File: src/rtl/alut_req_sched6_pkg.sv
// Shared encodings for the ALUT request scheduler: FSM states and the
// register-bank command that triggers an age check.
package alut_req_sched6_pkg;

  typedef enum logic [1:0] {
    ST_IDLE6 = 2'd0,
    ST_ADDR6 = 2'd1,
    ST_AGE6  = 2'd2
  } sched_state_e;

  localparam logic [1:0] CMD_INV_AGED6 = 2'b01;

endpackage

File: src/rtl/alut_rr_arb6.sv
// Combinational round-robin pick: the first requester after i_ptr (with wrap)
// wins; returns it one-hot and as an index.
module alut_rr_arb6 #(
  parameter int NUM_PORTS = 4
) (
  input  logic [NUM_PORTS-1:0] i_req,
  input  logic [1:0]           i_ptr,
  output logic [NUM_PORTS-1:0] o_gnt,
  output logic [1:0]           o_idx,
  output logic                 o_any
);

  always_comb begin
    o_gnt = '0;
    o_idx = '0;
    o_any = 1'b0;
    for (int i = 1; i <= NUM_PORTS; i++) begin
      if (!o_any && i_req[(int'(i_ptr) + i) % NUM_PORTS]) begin
        o_any = 1'b1;
        o_gnt[(int'(i_ptr) + i) % NUM_PORTS] = 1'b1;
        o_idx = 2'((int'(i_ptr) + i) % NUM_PORTS);
      end
    end
  end

endmodule

File: src/rtl/alut_req_sched6.sv
// Shares the ALUT address checker between frame ports (round-robin) and
// interleaves age checks from a prescaler or the invalidate-aged command.
module alut_req_sched6
  import alut_req_sched6_pkg::*;
#(
  parameter int NUM_PORTS = 4,
  parameter int ADDR_W    = 48
) (
  input  logic                        pclk6,
  input  logic                        n_p_reset6,
  input  logic [NUM_PORTS-1:0]        req6,
  input  logic [NUM_PORTS*ADDR_W-1:0] req_d_addr6,
  input  logic [NUM_PORTS*ADDR_W-1:0] req_s_addr6,
  output logic [NUM_PORTS-1:0]        grant6,
  output logic [NUM_PORTS-1:0]        rsp_valid6,
  output logic [4:0]                  rsp_d_port6,
  output logic                        chk_start6,
  output logic [ADDR_W-1:0]           chk_d_addr6,
  output logic [ADDR_W-1:0]           chk_s_addr6,
  output logic [1:0]                  chk_s_port6,
  input  logic                        chk_done6,
  input  logic [4:0]                  chk_d_port6,
  input  logic [7:0]                  div_clk6,
  input  logic [1:0]                  command6,
  output logic                        age_start6,
  input  logic                        age_done6,
  output logic                        busy6,
  output logic [1:0]                  dbg_state6
);

  sched_state_e         r_state;
  logic [1:0]           r_ptr;
  logic                 r_age_pend;
  logic [7:0]           r_cnt;

  logic [NUM_PORTS-1:0] w_gnt;
  logic [1:0]           w_idx;
  logic                 w_any;
  logic                 w_tick;
  logic                 w_cmd;
  logic                 w_take_age;

  alut_rr_arb6 #(.NUM_PORTS(NUM_PORTS)) u_arb (
    .i_req (req6),
    .i_ptr (r_ptr),
    .o_gnt (w_gnt),
    .o_idx (w_idx),
    .o_any (w_any)
  );

  // >= rather than == so lowering div_clk6 below the count wraps at once.
  assign w_tick     = (div_clk6 != 8'd0) && (r_cnt >= div_clk6 - 8'd1);
  assign w_cmd      = (command6 == CMD_INV_AGED6);
  assign w_take_age = (r_state == ST_IDLE6) && r_age_pend;
  assign dbg_state6 = r_state;

  always_ff @(posedge pclk6 or negedge n_p_reset6) begin
    if (!n_p_reset6) begin
      r_cnt      <= 8'd0;
      r_age_pend <= 1'b0;
    end else begin
      if (div_clk6 == 8'd0 || w_tick) r_cnt <= 8'd0;
      else                            r_cnt <= r_cnt + 8'd1;
      // Single flag: coincident or repeated triggers collapse to one check.
      r_age_pend <= (r_age_pend && !w_take_age) || w_tick || w_cmd;
    end
  end

  always_ff @(posedge pclk6 or negedge n_p_reset6) begin
    if (!n_p_reset6) begin
      r_state     <= ST_IDLE6;
      r_ptr       <= 2'(NUM_PORTS - 1);
      grant6      <= '0;
      rsp_valid6  <= '0;
      rsp_d_port6 <= 5'd0;
      chk_start6  <= 1'b0;
      chk_d_addr6 <= '0;
      chk_s_addr6 <= '0;
      chk_s_port6 <= 2'd0;
      age_start6  <= 1'b0;
      busy6       <= 1'b0;
    end else begin
      chk_start6 <= 1'b0;
      age_start6 <= 1'b0;
      rsp_valid6 <= '0;
      case (r_state)
        ST_IDLE6: begin
          if (r_age_pend) begin
            r_state    <= ST_AGE6;
            age_start6 <= 1'b1;
            busy6      <= 1'b1;
          end else if (w_any) begin
            r_state     <= ST_ADDR6;
            grant6      <= w_gnt;
            chk_start6  <= 1'b1;
            chk_d_addr6 <= req_d_addr6[int'(w_idx)*ADDR_W +: ADDR_W];
            chk_s_addr6 <= req_s_addr6[int'(w_idx)*ADDR_W +: ADDR_W];
            chk_s_port6 <= w_idx;
            r_ptr       <= w_idx;
            busy6       <= 1'b1;
          end
        end
        ST_ADDR6: begin
          if (chk_done6) begin
            r_state     <= ST_IDLE6;
            rsp_valid6  <= grant6;
            rsp_d_port6 <= chk_d_port6;
            grant6      <= '0;
            busy6       <= 1'b0;
          end
        end
        ST_AGE6: begin
          if (age_done6) begin
            r_state <= ST_IDLE6;
            busy6   <= 1'b0;
          end
        end
        default: begin
          r_state <= ST_IDLE6;
          busy6   <= 1'b0;
        end
      endcase
    end
  end

endmodule

File: config.mk
export PLATFORM = sky130hd
export DESIGN_NAME = alut_req_sched6
export DESIGN_NICKNAME = d
export VERILOG_FILES = /design/src/rtl/alut_req_sched6_pkg.sv /design/src/rtl/alut_rr_arb6.sv /design/src/rtl/alut_req_sched6.sv
export SDC_FILE = /design/constraint.sdc
export NUM_CORES = 1
export LEC_CHECK = 0
export BUFFER_PORTS_ARGS = -buffer_cell sky130_fd_sc_hd__buf_2
export CAP_MARGIN = 20
export CORE_AREA = 2 2 202 204
export CTS_BUF_LIST = sky130_fd_sc_hd__clkbuf_4
export DETAILED_ROUTE_END_ITERATION = 8
export DIE_AREA = 0 0 204 206
export GPL_TIMING_DRIVEN = 0
export MAX_ROUTING_LAYER = met4
export PLACE_DENSITY = 0.45
export SLEW_MARGIN = 30
export SYNTH_ARGS = -nofsm -noshare
export SYNTH_HDL_FRONTEND = slang
export SYNTH_HIERARCHICAL = 1
export SYNTH_SLANG_ARGS = --single-unit
export TNS_END_PERCENT = 100
File: constraint.sdc
create_clock -name pclk6 -period 4.5 [get_ports pclk6]
set_input_delay 0.9 -clock pclk6 [delete_from_list [all_inputs] [get_ports pclk6]]
set_output_delay 0.9 -clock pclk6 [all_outputs]
set_load 0.02 [all_outputs]
# Yosys cells after proc, flatten, opt, wreduce, memory -nomap -nowiden
# Cells that the tools add are included.
[totals]
ff_bits = 127
wordCells = 130
inputBits = 407
[classes]
mul = 1
bitwise_logic = 8
order_cmp = 9
n_addsub = 6
shifts = 2
reduce_logical = 29
mux = 54
n_eq_ne = 8
[op_table]
columns = ["cell", "n"]
rows = [
  ["192-bit by 32-bit variable part select with 48-bit output", 1],
  ["192-bit by 9-bit variable part select with 48-bit output", 1],
  ["4-bit 2-to-1 mux", 9],
  ["1-bit 2-to-1 mux", 25],
  ["3-bit by 4-bit < comparator with 1-bit output, second input constant", 4],
  ["2-bit 2-to-1 mux", 8],
  ["3-bit by 1-bit greater-or-equal comparator with 1-bit output, second input constant", 4],
  ["4-bit bitwise OR", 3],
  ["1-bit logical AND", 10],
  ["8-bit by 1-bit adder with 8-bit output, second input constant", 1],
  ["1-bit binary-select mux with 2-bit select", 4],
  ["1-bit demux with 2-bit select", 4],
  ["8-bit greater-or-equal comparator", 1],
  ["8-bit zero test", 1],
  ["8-bit 2-to-1 mux", 1],
  ["4-bit one-hot mux with 2 select lines", 1],
  ["8-bit nonzero test", 1],
  ["2-bit OR reduction", 4],
  ["8-bit by 1-bit subtractor with 8-bit output, second input constant", 1],
  ["2-bit != test, second input constant", 3],
  ["2-bit one-hot mux with 3 select lines", 1],
  ["3-bit AND reduction", 2],
  ["2-bit by 1-bit adder with 2-bit output, second input constant", 2],
  ["2-bit adder, second input constant", 2],
  ["14 further kinds", 23],
]

# Logic depth before layout (Yosys ltp)
[logic_depth]
ltp_word = 19
depth_mapped = 15
depth_no_buf = 9

# Cells and area by module
# The synthesis kept the hierarchy.
[modules_own_cells]
columns = ["module", "area_each_um2", "n_inst", "cells_each", "seq_area_each_um2"]
rows = [
  ["alut_req_sched6", 7443.4, 1, 682, 3180.6],
  ["alut_rr_arb6", 629.4, 1, 86, 0.0],
]

# Worst setup path after synthesis
# Ideal clock, no wire load.
[synth_timing]
path_type = "register to register"
startpoint = "register r_ptr[0]"
endpoint = "register chk_s_addr6[10]"
path_slack_ps = 985
synth_period_minus_slack_ps = 3515
t_required_ps = 4383
stages_incl_launch_ff = 16
setup_ps = 117
arrival_ps = 3398
n_path_buf = 6
path_cell_list = "dfstp_2 > buf_6 > buf_2 > inv_1 > ha_1 > clkbuf_1 > a21oi_1 > a211oi_1 > a311o_1 > a221oi_1 > buf_2 > buf_6 > buf_4 > mux4_2 > nand2_1 > nand2_1"
[synth_between]
elab_chain_len = 16
word_cells_on_any_way = 33
cone_classes = "4 x add/sub; 1 x mul; 1 x shift; 20 x mux; 7 x reduce/logical"
[synth_rtl]
columns = ["item", "line", "rtl"]
rows = [
  ["from (decl)", "alut_req_sched6.sv:32", "logic [1:0] r_ptr;"],
  ["from (signal assigned)", "alut_req_sched6.sv:72", "r_ptr <= 2'(NUM_PORTS - 1);"],
  ["from (signal assigned)", "alut_req_sched6.sv:99", "r_ptr <= w_idx;"],
  ["2-bit by 1-bit adder with 2-bit output", "alut_rr_arb6.sv:18, alut_rr_arb6.sv:21", ""],
  ["1-bit binary-select mux with 2-bit select", "alut_rr_arb6.sv:18", "if (!o_any && i_req[(int'(i_ptr) + i) % NUM_PORTS]) begin"],
  ["1-bit 2-to-1 mux (implied by the code) (2 in a row)", "alut_rr_arb6.sv:18", ""],
  ["1-bit 2-to-1 mux", "alut_rr_arb6.sv:18", ""],
  ["1-bit zero test", "alut_rr_arb6.sv:18", ""],
  ["1-bit logical AND", "alut_rr_arb6.sv:18", ""],
  ["1-bit 2-to-1 mux", "alut_rr_arb6.sv:18", ""],
  ["1-bit zero test", "alut_rr_arb6.sv:18", ""],
  ["1-bit logical AND", "alut_rr_arb6.sv:18", ""],
  ["1-bit 2-to-1 mux", "alut_rr_arb6.sv:18", ""],
  ["1-bit zero test", "alut_rr_arb6.sv:18", ""],
  ["1-bit logical AND", "alut_rr_arb6.sv:18", ""],
  ["2-bit 2-to-1 mux *", "alut_rr_arb6.sv:18", ""],
  ["via w_idx[0]", "alut_req_sched6.sv:37", "logic [1:0] w_idx;"],
  ["2-bit by 2-bit multiplier with 4-bit output *", "alut_req_sched6.sv:97", "chk_s_addr6 <= req_s_addr6[int'(w_idx)*ADDR_W +: ADDR_W];"],
  ["192-bit by 9-bit variable part select with 48-bit output *", "alut_req_sched6.sv:97", ""],
  ["to (signal assigned)", "alut_req_sched6.sv:97", ""],
  ["to (decl)", "alut_req_sched6.sv:19", "output logic [ADDR_W-1:0] chk_s_addr6,"],
]
# The timed path passes the listed nets; every way through them passes the cells marked *. The select of a mux whose other input is x is not followed.
# A chain may end at the register's enable or synchronous reset.

# Final worst setup path
[layout_timing]
startpoint = "register r_ptr[0]"
endpoint = "register chk_s_addr6[36]"
# The elaborated chain is that of the path after synthesis.

==> out/qor.txt <==
Fmax -> 244 MHz
Via/cell ratio -> 4.40
Largest net degree at the start of global routing -> 73
Total GRT Usage -> 17.7%
IO Pins -> 523
Startpoint Class -> flip-flop
EDFF count, synth -> 0
Antenna violations before repair -> 14
Data required time at the worst endpoint -> 4.99 ns
FF-to-FF Start -> r_ptr[0]$_DFFE_PN1P_
H-tree depth -> 4
Worst relative slew slack -> 42.5%
Die Height -> 206 µm
Pwr Density -> 704 mW/mm²
Arrival time worst endpoint -> 4.59 ns
Clk Tree Root Cell -> clkbuf_4
Setup crit start -> r_ptr[0]$_DFFE_PN1P_
Die X -> 204 µm
Fin crit share -> 91.0%
Warnings from Yosys -> 6
Vias in the first global route -> 8212
Min-delay worst type -> in -> async
Final hold viol count -> 0
Min Hold Slack -> 0.226 ns
Clk Latency, worst-skew pair -> 0.59 ns
Synth Area per Inst -> 10.5 µm²
Clk buf depth -> 2
DRC -> 0
Outcome -> complete, no violations
CTS buffer count -> 17
Sw Pwr -> 3.83 mW
Synth Flop Type -> dfrtp_1
Synth Cell Area -> 0.00807 mm²
Setup ws final -> 0.407 ns
Final Setup Violations -> 0
Sequential share of power -> 24.8%
Port bufs -> 520
Fillcell total -> 4357
Clock sink count -> 127
Clk_skew -> 0.0186 ns
Wire per inst -> 19.9 µm
Row count -> 74
Drt first-iter violations -> 488
Gp weighted congestion -> 0.956
First-pass GRT wire length -> 52.5 mm
VDD IR max -> 0.000412 V
Leak pwr -> 6.07 nW
Share of cells above drive strength 1 -> 52.7%
Crit Path Max Fanout -> 11
Worst-path clk slew -> 0.12 ns
Fin nets -> 1733
Setup TNS Final -> 0 ns
Hold Buf Count CTS -> 0
Syn_nets -> 1193
Final WL -> 37.0 mm
Core footprint -> 0.0402 mm²
Crit path time final -> 4.09 ns
Max Slew Vio Count -> 0
Asr flop ratio synth -> 100%
Clock power frac -> 11.6%
Routed Antenna Nets -> 0
Pre-CTS setup slack -> 0.170 ns
Layout area overhead -> 45.6%
CP Capture Type -> flip-flop
Die area -> 0.0420 mm²
CTS tree -> built
Comb pwr share -> 63.6%
Dpl hpwl -> 30.7 mm
Int Pwr -> 4.45 mW
Detailed Routing Iterations Pass 1 -> 5
CP Class -> reg -> reg
Initial core utilization -> 20.1%
Vias post-DR -> 8194
Post-synthesis sequential area ratio -> 39.4%
Worst Tran Pin Value -> 0.858 ns
Sw frac -> 46.3%
Total setup buffers inserted after CTS -> 0
Post-Syn Instances -> 768
Distinct cells, synth -> 45
RSZ-0062 raised after global routing -> false
MaxCap Viol Count -> 0
Post-CTS sizing -> 0
Global route overflow -> 0
Flip-flop and latch count after synthesis -> 127
## area by class of cell
cell class	instances	area (µm²)	area share (%)
multi-input cells	573	4520	38.4
flip-flops and latches	127	3180	27.1
repair buffers	522	2650	22.6
well taps	532	666	5.67
plain buffers	52	318	2.70
clock inverters	14	196	1.67
clock buffers	18	135	1.15
inverters	15	57.6	0.490
diodes	11	27.5	0.234
## stage by stage
step / util [%] / power [mW] / cell area [µm²] / instances
floorplan: - / 5.66 / 8070 / 768
global placement: 28.2 / 7.41 / 11300 / 1820
detailed placement: 28.3 / 7.45 / 11400 / 1821
CTS: 29.1 / 8.46 / 11700 / 1853
global route: 29.2 / 8.98 / 11700 / 1863
finish: 29.2 / 8.27 / 11800 / 1864
## path summary, 6_finish.rpt
path | end | slack [ns] | depth (start not counted)
worst max register to register | chk_s_addr6[36]$_DFFE_PN0P_ | 0.41 | 13
worst min-delay path | chk_s_addr6[28]$_DFFE_PN0P_ | 0.23 | 1
min in group pclk6 | chk_s_addr6[30]$_DFFE_PN0P_ | 0.48 | 2
worst min register to register | chk_s_addr6[30]$_DFFE_PN0P_ | 0.48 | 2
max in group asynchronous | chk_d_addr6[0]$_DFFE_PN0P_ | 3.53 | 2
worst max-delay path | chk_s_addr6[36]$_DFFE_PN0P_ | 0.41 | 13
## cell usage in the layout, fill, tap and decap left out, types with 8 or more instances in the layout
cell type	n
buf_2	539
diode_2	11
nand2_1	328
dfrtp_1	125
o21ai_0	13
ha_1	18
a21oi_1	8
nor3_1	10
clkbuf_4	19
o31ai_1	8
buf_4	13
mux4_2	98
nor2_1	12
clkbuf_1	11
xor2_1	8
inv_1	14
## metal layers
layer	vias to the layer above	GRT usage, %	part of all wire [%]
li1	3814	-	-
met1	3980	21.5	42
met2	367	28.9	49
met3	33	4.87	7.0
met4	0	5.15	2.2
met5	-	-	0
## registers in the layout, summed over array words and instances, names as in the netlist
| name | cells |
|---|---|
| age_start6 | 1 |
| busy6 | 1 |
| chk_d_addr6 | 48 |
| chk_s_addr6 | 48 |
| chk_s_port6 | 2 |
| chk_start6 | 1 |
| dbg_state6 | 2 |
| grant6 | 4 |
| r_age_pend | 1 |
| r_cnt | 8 |
| r_ptr | 2 |
| rsp_d_port6 | 5 |
| rsp_valid6 | 4 |
## logic make-up after synthesis
| logic type | count (synthesis) | synth area share [%] |
|---|---|---|
| XOR/XNOR | 12 | 1.30 |
| flip-flops | 127 | 39.4 |
| AND/OR/NAND/NOR | 392 | 19.9 |
| multiplexers | 102 | 27.9 |
| adder cells (fa/ha/maj) | 18 | 2.79 |
| AO/OA/AOI/OAI | 49 | 4.12 |
| buffers and inverters | 68 | 4.66 |
## synthesized netlist by cell type, types with 2 or more instances
cell / n / area (µm²)
and3_1: 3 / 18.8
xnor2_1: 4 / 35.0
or2_2: 2 / 12.5
a21oi_1: 8 / 40.0
buf_2: 21 / 105
clkbuf_1: 12 / 45.0
a2111o_1: 4 / 45.0
nand4_1: 7 / 43.8
or3_1: 4 / 25.0
a211oi_1: 3 / 22.5
mux2i_1: 3 / 30.0
and2_1: 4 / 25.0
o31ai_1: 8 / 60.1
mux4_2: 98 / 2210
nand3b_1: 2 / 15.0
nor2_1: 12 / 45.0
nor3b_1: 4 / 30.0
inv_1: 14 / 52.6
nand3_1: 7 / 35.0
dfrtp_1: 125 / 3130
nand2b_1: 4 / 25.0
buf_4: 13 / 97.6
ha_1: 18 / 225
dfstp_2: 2 / 52.6
a31oi_1: 6 / 37.5
nand2_1: 328 / 1230
o21ai_0: 13 / 65.1
buf_6: 6 / 67.6
nor3_1: 10 / 50.1
xor2_1: 8 / 70.1
## power by group through the flow
stage	sequential, mW	combinational (mW)	clock (mW)
after floorplan	2.61	3.06	0
after global placement	2.06	5.35	0
after detailed placement	2.06	5.39	0
after CTS	2.05	5.39	1.02
after global routing	2.13	5.79	1.06
final	2.05	5.26	0.961
## critical path, stage by stage, from the launching register on
cell and delay (ns):
dfstp_2 0.62, buf_6 0.15, buf_2 0.23, inv_1 0.13, ha_1 0.52, inv_1 0.22
a311o_1 0.30, a221oi_1 0.25, buf_2 0.36, buf_6 0.24, buf_4 0.27, mux4_2 0.56
nand2_1 0.09, nand2_1 0.05
(Power assumes the default switching activity.)
